<file path="src/rtl/spgd_pkg.sv">
// Shared definitions for the SPGD DAC output path: slew FSM states, widths, midscale helper.
// Latency: n/a (types and constants only).
// Backpressure: n/a.
package spgd_pkg;

  // Slew limiter operating states
  typedef enum logic [1:0] {
    ST_OFF   = 2'd0,
    ST_TRACK = 2'd1,
    ST_PARK  = 2'd2
  } slew_state_e;

  // Default DAC resolution
  localparam int unsigned DAC_WIDTH_DEF = 14;

  // Width of the update-tick divider counter (covers UPD_DIV up to 65535)
  localparam int unsigned TICK_CNT_W = 16;

  // Width of the clamp event counter
  localparam int unsigned LIMIT_CNT_W = 16;

  // Offset-binary midscale code for a DAC of the given width: only the MSB set.
  // A 14-bit DAC gives 14'h2000, which is the code for a signed zero sample.
  function automatic logic [31:0] dac_midscale(input int unsigned width);
    dac_midscale = 32'd1 << (width - 1);
  endfunction

endpackage

</file>
<file path="src/rtl/tick_div.sv">
// Update-tick divider: free-running 0..UPD_DIV-1 counter, tick high on the last count.
// Latency: tick is decoded straight from the count register; UPD_DIV=1 ticks every cycle.
// Backpressure: none; counts every clock regardless of downstream state.
module tick_div
  import spgd_pkg::*;
#(
  parameter int unsigned UPD_DIV = 1
) (
  input  logic adc_clk,
  input  logic rst,
  output logic tick
);

  localparam logic [TICK_CNT_W-1:0] LAST_CNT = TICK_CNT_W'(UPD_DIV - 1);

  logic [TICK_CNT_W-1:0] cnt_q;
  logic [TICK_CNT_W-1:0] cnt_d;

  // Tick on the terminal count; with UPD_DIV=1 the count sits at zero and ticks every cycle
  assign tick = (cnt_q == LAST_CNT);

  // Next count: wrap to zero after the terminal count
  always_comb begin
    cnt_d = cnt_q + TICK_CNT_W'(1);
    if (tick) begin
      cnt_d = '0;
    end
  end

  // Count register, cleared by synchronous reset
  always_ff @(posedge adc_clk) begin
    if (rst) begin
      cnt_q <= '0;
    end else begin
      cnt_q <= cnt_d;
    end
  end

endmodule

</file>
<file path="src/rtl/dac_slew_limiter.sv">
// Slew-rate limiter between the multiplier stage and the DAC: ramps output toward the latest sample.
// Latency: p_valid at edge k -> target at k -> cur at k+1 -> dac_dat at k+2 (UPD_DIV=1, unclamped).
// Backpressure: none; the newest valid sample simply replaces the target, older ones are dropped.
module dac_slew_limiter
  import spgd_pkg::*;
#(
  parameter int unsigned DAC_WIDTH = DAC_WIDTH_DEF,
  parameter int unsigned MAX_STEP  = 64,
  parameter int unsigned UPD_DIV   = 1
) (
  input  logic                        adc_clk,
  input  logic                        rst,
  input  logic                        en,
  input  logic signed [DAC_WIDTH-1:0] p_in,
  input  logic                        p_valid,
  output logic [DAC_WIDTH-1:0]        dac_dat,
  output logic                        dac_wr,
  output logic                        busy,
  output logic [LIMIT_CNT_W-1:0]      limit_cnt
);

  localparam int unsigned DIFF_W = DAC_WIDTH + 1;

  localparam logic [DAC_WIDTH-1:0] MIDSCALE = DAC_WIDTH'(dac_midscale(DAC_WIDTH));

  // Clamp thresholds in the widened difference domain, and the step in the cur domain
  localparam logic signed [DIFF_W-1:0]    STEP_POS = DIFF_W'(MAX_STEP);
  localparam logic signed [DIFF_W-1:0]    STEP_NEG = -STEP_POS;
  localparam logic signed [DAC_WIDTH-1:0] STEP_CUR = DAC_WIDTH'(MAX_STEP);

  slew_state_e state_q;

  logic signed [DAC_WIDTH-1:0] target_q;
  logic signed [DAC_WIDTH-1:0] target_d;
  logic signed [DAC_WIDTH-1:0] cur_q;
  logic signed [DAC_WIDTH-1:0] cur_d;
  logic signed [DIFF_W-1:0]    diff;

  logic [LIMIT_CNT_W-1:0] limit_q;
  logic [LIMIT_CNT_W-1:0] limit_d;

  logic [DAC_WIDTH-1:0] dac_dat_q;
  logic [DAC_WIDTH-1:0] dac_code;
  logic                 dac_wr_q;
  logic                 busy_q;

  logic tick;
  logic active;
  logic over_pos;
  logic over_neg;
  logic clamp;

  tick_div #(
    .UPD_DIV (UPD_DIV)
  ) u_tick_div (
    .adc_clk (adc_clk),
    .rst     (rst),
    .tick    (tick)
  );

  // Ramping happens in TRACK and in PARK (ramping down to zero before switching off)
  assign active = (state_q != ST_OFF);

  // Sign-extend both operands by one bit so full-scale swings cannot overflow the difference
  assign diff = {target_q[DAC_WIDTH-1], target_q} - {cur_q[DAC_WIDTH-1], cur_q};

  assign over_pos = (diff > STEP_POS);
  assign over_neg = (diff < STEP_NEG);
  assign clamp    = active && tick && (over_pos || over_neg);

  // Offset-binary conversion: flip the sign bit of the two's-complement value
  assign dac_code = {~cur_q[DAC_WIDTH-1], cur_q[DAC_WIDTH-2:0]};

  // Operating-state FSM: park ramps the output back to zero before going idle
  always_ff @(posedge adc_clk) begin
    if (rst) begin
      state_q <= ST_OFF;
    end else begin
      case (state_q)
        ST_OFF: begin
          if (en) begin
            state_q <= ST_TRACK;
          end
        end
        ST_TRACK: begin
          if (!en) begin
            state_q <= ST_PARK;
          end
        end
        ST_PARK: begin
          if (en) begin
            state_q <= ST_TRACK;
          end else if (cur_q == '0) begin
            state_q <= ST_OFF;
          end
        end
        default: begin
          state_q <= ST_OFF;
        end
      endcase
    end
  end

  // Target selection: only an enabled TRACK state accepts samples; everything else aims at zero
  always_comb begin
    target_d = '0;
    if (state_q == ST_TRACK && en) begin
      target_d = p_valid ? p_in : target_q;
    end
  end

  // Ramp step: land exactly on target when within one step, otherwise move one full step toward it
  always_comb begin
    cur_d = cur_q;
    if (!active) begin
      cur_d = '0;
    end else if (tick) begin
      if (over_pos) begin
        cur_d = cur_q + STEP_CUR;
      end else if (over_neg) begin
        cur_d = cur_q - STEP_CUR;
      end else begin
        cur_d = target_q;
      end
    end
  end

  // Clamp event counter sticks at all-ones instead of wrapping
  always_comb begin
    limit_d = limit_q;
    if (clamp && (limit_q != '1)) begin
      limit_d = limit_q + LIMIT_CNT_W'(1);
    end
  end

  // Datapath registers: target, current value and clamp count
  always_ff @(posedge adc_clk) begin
    if (rst) begin
      target_q <= '0;
      cur_q    <= '0;
      limit_q  <= '0;
    end else begin
      target_q <= target_d;
      cur_q    <= cur_d;
      limit_q  <= limit_d;
    end
  end

  // Output registers: DAC code one cycle behind cur, write strobe only on a real code change
  always_ff @(posedge adc_clk) begin
    if (rst) begin
      dac_dat_q <= MIDSCALE;
      dac_wr_q  <= 1'b0;
      busy_q    <= 1'b0;
    end else begin
      dac_dat_q <= dac_code;
      dac_wr_q  <= (dac_code != dac_dat_q);
      busy_q    <= active && (cur_q != target_q);
    end
  end

  assign dac_dat   = dac_dat_q;
  assign dac_wr    = dac_wr_q;
  assign busy      = busy_q;
  assign limit_cnt = limit_q;

endmodule
</file>
<file path="config.mk">
export PLATFORM = sky130hd
export DESIGN_NAME = dac_slew_limiter
export DESIGN_NICKNAME = d
export VERILOG_FILES = /design/src/rtl/spgd_pkg.sv /design/src/rtl/tick_div.sv /design/src/rtl/dac_slew_limiter.sv
export SDC_FILE = /design/constraint.sdc
export NUM_CORES = 1
export LEC_CHECK = 0
export CORE_MARGIN = 4
export CORE_UTILIZATION = 35
export DETAILED_ROUTE_END_ITERATION = 8
export PLACE_DENSITY = 0.56
export REMOVE_ABC_BUFFERS = 1
export SYNTH_ARGS = -nofsm -noshare
export SYNTH_HDL_FRONTEND = slang
export SYNTH_SLANG_ARGS = --single-unit
</file>
<file path="constraint.sdc">
create_clock -name adc_clk -period 4.41 [get_ports adc_clk]
set_input_delay 0.882 -clock adc_clk [delete_from_list [all_inputs] [get_ports adc_clk]]
set_output_delay 0.882 -clock adc_clk [all_outputs]
set_load 0.02 [all_outputs]
</file>
==> key figures, run 1 <==
Run status
  • Status: completed

Route
  • Drt first pass iters: 4
  • Detailed Route WL: 12,800 microns
  • # DRC: 0
  • Routed Antenna Nets: 0
  • Starting DRC count in detailed routing: 265
  • Wirelength per Cell: 16.2 microns
  • Vias: 4,238
  • Via density: 5.38

CTS
  • Clk pin slew, worst setup/hold paths: 0.06 ns
  • Max Root-Sink Buffers: 2
  • Root buffer cell: clkbuf_16
  • Hold Buf Count CTS: 0
  • H-tree levels: 3
  • Post-CTS sizing: 0
  • CTS Buf Count: 9
  • TritonCTS Sinks: 78
  • # Post-CTS Setup Buffers: 0
  • Skew-Pair Late Insertion Delay: 0.34 ns
  • CTS tree: done

Yosys
  • Warnings, synthesis: 0
  • Synth Register Bits: 78
  • Post-synth cell types: 77
  • Mapped Cells: 572
  • Ranking of synthesized cells by area: dfxtp_1 32%, nor2_1 5.7%, ha_1 5.2%
  • Syn_area_per_cell: 8.47 sq um
  • Top_reg_cell synth: dfxtp_1
  • Most area-hungry cell type in the Yosys netlist: dfxtp_1
  • Post-synth EDFFs: 0
  • Async SR Flop Fraction: 0%
  • Top-area cell type share of the netlist area: 32.2%
  • Post-synthesis sequential area ratio: 32.2%
  • Post-Syn Area: 4840 sq um

Cells and area
  • Util after Layout: 42.7%
  • Ratio of cells with drive above 1 in the final layout: 8.33%
  • Nets: 646
  • Area growth syn-to-layout: 18.1%
  • # diodes: 0

Floorplanning
  • Top-level I/O count: 50
  • Die Wd: 126 microns
  • FP Rows: 42
  • Initial Util: 36.2%
  • Die Y: 126 microns
  • Die area: 15,800 sq um
  • Core area: 13,400 sq um

Worst setup path
  • CP peak stage delay: 0.59 ns
  • Crit-path leading delay family: simple AND/OR/NAND/NOR gates
  • Worst-path maximum fanout: 26
  • CP Launch Type: flop
  • Crit path kind: reg -> reg
  • CP Capture Type: flop
  • Crit path DAT: 4.20 ns
  • Critical path required time: 4.64 ns
  • CP bufs+invs: 1
  • Slowest-stage cell, CP: or4b_4
  • Crit-path cells: inv_1, ha_1, nand4_1, a211oi_2, o21ai_1, and4b_1, or4b_4, nor4_4, a21o_4, nor3_1, mux2_1

Place
  • PortBufs: 49
  • Final GP Congestion: 0.929
  • Detailed placement HPWL: 9610 microns

GRT
  • Vias in the first global route: 4,001
  • Largest net degree at the start of global routing: 37
  • Overflow after GRT: 0
  • Aggregate global-route resource usage: 16.2%
  • First-pass GRT wire length: 20,900 microns
  • Initial antenna violation count: 0

STA
  • RSZ-0062 raised after global routing: false
  • Endpoints failing hold: 0
  • Worst Skew: 0.00701 ns
  • Final setup fails: 0
  • Rel. slew slack: 41.9%
  • Tcrit/Tclk final: 90.0%
  • Setup tns final: 0 ns
  • Achievable Freq: 0.252 GHz
  • Worst slew pin tran: 0.868 ns
  • Minimum clock period: 3.97 ns
  • Max Slew Vio Count: 0

Power and ir drop
  • Pwr dens: 365 nW/um^2
  • Pleak: 2.28 nW
  • Worst vdd ir: 0.178 mV

Min path
  • Hold Crit Class: reg -> reg

Flow run
  • Max-cap violation count: 0
cells in the mapped netlist, types with 3 or more instances:
master and n:
nand2b_1 7, nor2_1 74, mux2i_1 16, a211oi_1 4, nand2_1 35, clkbuf_1 14
inv_1 26, mux2_4 7, a211oi_2 3, and2_1 5, mux2_2 4, nor2b_1 14
o41ai_1 4, a21oi_1 21, o211ai_1 3, nor3b_1 4, o21ai_0 14, nand3_1 25
o22ai_1 5, nor4_1 13, a21o_1 3, nor3_1 10, o21ai_1 4, o21a_1 9
dfxtp_1 78, or3_1 5, ha_1 20, or4_1 3, nand4_1 11, xor2_1 25
and3_1 21, buf_6 7, buf_1 3, a31oi_1 9, xnor2_1 13
path summary, 6_finish.rpt:
check / cells past startpoint / slack, ns / endpoint / start
setup reg to reg: 11 / 0.44 / limit_cnt[0]$_SDFFE_PP0P_ / cur_q[7]$_SDFFE_PP0P_
hold reg to reg: 1 / 0.50 / dac_dat[13]$_SDFF_PP1_ / cur_q[13]$_SDFFE_PP0P_
hold / removal: 1 / 0.50 / dac_dat[13]$_SDFF_PP1_ / cur_q[13]$_SDFFE_PP0P_
setup / recovery: 11 / 0.44 / limit_cnt[0]$_SDFFE_PP0P_ / cur_q[7]$_SDFFE_PP0P_
cell usage in the layout (no fill, tap or decap), drive strengths merged, types with 3 or more instances in the layout:
| master | netlist | final |
|---|---|---|
| or3 | 6 | 6 |
| a211oi | 8 | 8 |
| nand2b | 7 | 7 |
| ha | 20 | 20 |
| mux2i | 16 | 16 |
| a31oi | 9 | 9 |
| nor2b | 14 | 14 |
| clkbuf | 15 | 10 |
| dfxtp | 78 | 78 |
| mux2 | 13 | 13 |
| and4 | 3 | 3 |
| o41ai | 4 | 4 |
| nor3b | 4 | 4 |
| inv | 26 | 27 |
| a21oi | 22 | 22 |
| nor2 | 75 | 75 |
| o21ai | 18 | 18 |
| and3 | 22 | 22 |
| clkdlybuf4s50 | 0 | 49 |
| buf | 13 | 4 |
| nand3 | 25 | 25 |
| nand2 | 35 | 35 |
| and2 | 5 | 5 |
| nand4 | 11 | 11 |
| xnor2 | 14 | 14 |
| o211ai | 3 | 3 |
| nor3 | 11 | 11 |
| nor4 | 14 | 14 |
| or4 | 3 | 3 |
| o22ai | 5 | 5 |
| o21a | 9 | 9 |
| xor2 | 25 | 25 |
| a21o | 4 | 4 |
cell families (layout without fill, tap and decap cells):
family,after synthesis,count (layout),share of synthesized area (%)
compound gates,102,102,14.9
xor+xnor,39,39,7.21
fa+ha+maj,21,21,5.58
buf+inv,55,95,5.86
flops,78,78,32.2
mux,29,29,6.87
simple gates,248,248,27.4
worst reg2reg max path, cell delays in order, from the launching register on:
cell and delay [ns]:
dfxtp_1 0.47, inv_1 0.19, ha_1 0.48, nand4_1 0.17, a211oi_2 0.48, o21ai_1 0.12, and4b_1 0.22, or4b_4 0.59
nor4_4 0.33, a21o_4 0.32, nor3_1 0.14, mux2_1 0.34
layer usage:
layer / track usage [%] / vias to the layer above / wire, microns
li1: - / 2117 / -
met1: 23.0 / 1999 / 6300
met2: 24.3 / 106 / 5570
met3: 3.60 / 16 / 713
met4: 5.55 / 0 / 206
met5: 0 / - / 0
report_power, final:
group | switching, mW | leakage [nW] | total, mW | internal (mW)
sequential | 0.0263 | 0.630 | 0.751 | 0.725
clock | 0.311 | 0.153 | 0.811 | 0.500
combinational | 0.318 | 1.50 | 0.524 | 0.207
stage by stage:
stage	cell area [sq um]	worst slack, ns	hold slack (ns)	instances	total power, mW
floorplan	4660	1.08	0.430	543	1.13
global placement	5400	0.507	0.458	772	1.28
detailed placement	5400	0.483	0.474	772	1.28
CTS	5720	0.454	0.495	788	2.10
global route	5720	0.234	0.515	788	2.19
finish	5720	0.440	0.504	788	2.09
cell type report:
| class | count | area [sq um] |
|---|---|---|
| Clock buffer | 10 | 229 |
| Clock inverter | 6 | 93.8 |
| Fill cell | 1346 | 7680 |
| Inverter | 26 | 97.6 |
| Multi-Input combinational cell | 439 | 3000 |
| Sequential cell | 78 | 1560 |
| Tap cell | 176 | 220 |
| Timing Repair Buffer | 53 | 520 |
sequential cells by signal, indices dropped and copies added, names as in the netlist:
name              flops
u_tick_div.cnt_q     16
limit_cnt            16
target_q             14
dac_dat              14
cur_q                14
dac_wr                1
state_q               2
busy                  1
Power figures use the tool's default switching activity.
==> inputs of run 2 (changes only) <==
--- a/config.mk
+++ b/config.mk
@@ -6,9 +6,10 @@
 export NUM_CORES = 1
 export LEC_CHECK = 0
 export CORE_MARGIN = 4
-export CORE_UTILIZATION = 35
+export CORE_UTILIZATION = 30
+export CTS_BUF_LIST = sky130_fd_sc_hd__clkbuf_8
 export DETAILED_ROUTE_END_ITERATION = 8
-export PLACE_DENSITY = 0.56
+export PLACE_DENSITY = 0.5
 export REMOVE_ABC_BUFFERS = 1
 export SYNTH_ARGS = -nofsm -noshare
 export SYNTH_HDL_FRONTEND = slang
==> constraint.sdc (replaced) <==
create_clock -name adc_clk -period 5.1 [get_ports adc_clk]
set_input_delay 1.02 -clock adc_clk [delete_from_list [all_inputs] [get_ports adc_clk]]
set_output_delay 1.02 -clock adc_clk [all_outputs]
set_load 0.02 [all_outputs]
==> run 2 against run 1 <==
Clock skew rose by 0.0061 ns. Sequential share of layout area rose by 0.33 points. Cell area fell by 1.2%. Worst hold slack got worse by 0.012 ns. Global-route usage fell by 1.4 points. Combinational power fell by 13%. Largest cell class unchanged. Largest power group is now sequential cells. Highest routed layer unchanged.
==> key figures, run 2 (synthesized netlist as in run 1, its figures left out) <==
STA
  • Worst slew pin tran: 0.910 ns
  • Minimum clock period: 4.00 ns
  • Final setup fails: 0
  • Achievable Freq: 0.250 GHz
  • Setup tns final: 0 ns
  • Max Slew Vio Count: 0
  • RSZ-0062 raised after global routing: false
  • Tcrit/Tclk final: 78.4%
  • Endpoints failing hold: 0
  • Worst Skew: 0.0131 ns
  • Rel. slew slack: 39.1%

Route
  • Routed Antenna Nets: 0
  • Vias: 4,258
  • # DRC: 0
  • Via density: 5.15
  • Wirelength per Cell: 16.2 microns
  • Starting DRC count in detailed routing: 273
  • Detailed Route WL: 13,400 microns
  • Drt first pass iters: 5

GRT
  • Initial antenna violation count: 0
  • Vias in the first global route: 4,006
  • Aggregate global-route resource usage: 14.8%
  • First-pass GRT wire length: 21,500 microns
  • Largest net degree at the start of global routing: 50
  • Overflow after GRT: 0

Cells and area
  • Area growth syn-to-layout: 16.7%
  • Fill cells: 1,644
  • Ratio of cells with drive above 1 in the final layout: 8.03%
  • Most common cell after layout, fill and taps aside: dfxtp_1
  • Most frequent cells in the layout: 78 x dfxtp_1, 74 x nor2_1, 49 x clkdlybuf4s50_1
  • # diodes: 0
  • Register area: 1560 sq um
  • Area of the multi-input gates: 3000 sq um
  • Nets: 644
  • Final std cells w/o fill: 826

CTS
  • H-tree levels: 3
  • Max Root-Sink Buffers: 2
  • TritonCTS Sinks: 78
  • Root buffer cell: clkbuf_8
  • # Post-CTS Setup Buffers: 0
  • Skew-Pair Late Insertion Delay: 0.36 ns
  • CTS Buf Count: 9
  • Post-CTS sizing: 0
  • Clk pin slew, worst setup/hold paths: 0.09 ns
  • CTS tree: done
  • Hold Buf Count CTS: 0

Worst setup path
  • Crit path kind: reg -> reg
  • Slowest-stage cell, CP: or4b_4
  • CP bufs+invs: 1
  • Crit path DAT: 4.25 ns
  • Worst-path maximum fanout: 26
  • Crit-path leading delay family: simple AND/OR/NAND/NOR gates
  • CP Capture Type: flop
  • CP peak stage delay: 0.59 ns
  • Critical path required time: 5.36 ns
  • Crit-path cells: inv_1, ha_1, nand4_1, a211oi_2, o21ai_1, and4b_1, or4b_4, nor4_4, a21o_4, nor3_1, mux2_1
  • CP Launch Type: flop

Floorplanning
  • Die Y: 135 microns
  • Die Wd: 135 microns
  • Core area: 15,800 sq um
  • Top-level I/O count: 50
  • Initial Util: 30.6%
  • Die area: 18,200 sq um
  • FP Rows: 46

Power and ir drop
  • Pwr dens: 289 nW/um^2
  • Worst vdd ir: 0.137 mV
  • Pleak: 2.23 nW

Place
  • Detailed placement HPWL: 10,100 microns
  • PortBufs: 49
  • Final GP Congestion: 0.902
  • Placed Cells: 810

Min path
  • Hold Crit Class: reg -> reg

Run status
  • Status: completed

Flow run
  • Max-cap violation count: 0
-- run 2: metal layers --
layer	up-vias	track usage (%)	routed length (microns)	share of wire (%)
met5	-	0	0	0
met4	0	5.94	309	2.3
met3	23	2.57	702	5.2
met2	126	22.8	5990	45
met1	2002	20.5	6410	48
li1	2107	-	-	-
-- run 2: layout make-up --
type / instances / share of cell area, %
clock buffer: 9 / 2.19
multi-input combinational: 439 / 53.0
clock inverter: 7 / 1.70
timing repair buffer: 51 / 8.94
sequential: 78 / 27.6
inverter: 26 / 1.73
tap: 216 / 4.78
-- run 2: power breakdown --
group          switching (mW)  total (mW)  internal (mW)
clock                   0.251       0.529          0.277
combinational           0.280       0.457          0.178
sequential             0.0226       0.649          0.626
total                   0.554        1.63           1.08
-- run 2: worst paths after layout --
check / depth (start not counted) / end / slack (ns) / from
hold / removal: 1 / u_tick_div.cnt_q[0]$_SDFF_PP0_ / 0.49 / u_tick_div.cnt_q[0]$_SDFF_PP0_
setup / recovery: 11 / limit_cnt[0]$_SDFFE_PP0P_ / 1.10 / cur_q[6]$_SDFFE_PP0P_
setup reg to reg: 11 / limit_cnt[0]$_SDFFE_PP0P_ / 1.10 / cur_q[6]$_SDFFE_PP0P_
hold reg to reg: 1 / u_tick_div.cnt_q[0]$_SDFF_PP0_ / 0.49 / u_tick_div.cnt_q[0]$_SDFF_PP0_
-- run 2: metrics by stage --
| stage | hold slack (ns) | total power, mW | setup WS [ns] | utilization, % | cell area (sq um) |
|---|---|---|---|---|---|
| detailed placement | 0.474 | 1.11 | 1.14 | 34.3 | 5430 |
| global placement | 0.456 | 1.12 | 1.16 | 34.3 | 5430 |
| CTS | 0.492 | 1.65 | 1.13 | 35.7 | 5650 |
| finish | 0.492 | 1.63 | 1.10 | 35.7 | 5650 |
| global route | 0.526 | 1.72 | 0.850 | 35.7 | 5650 |
| floorplan | 0.430 | 0.977 | 1.77 | - | 4660 |
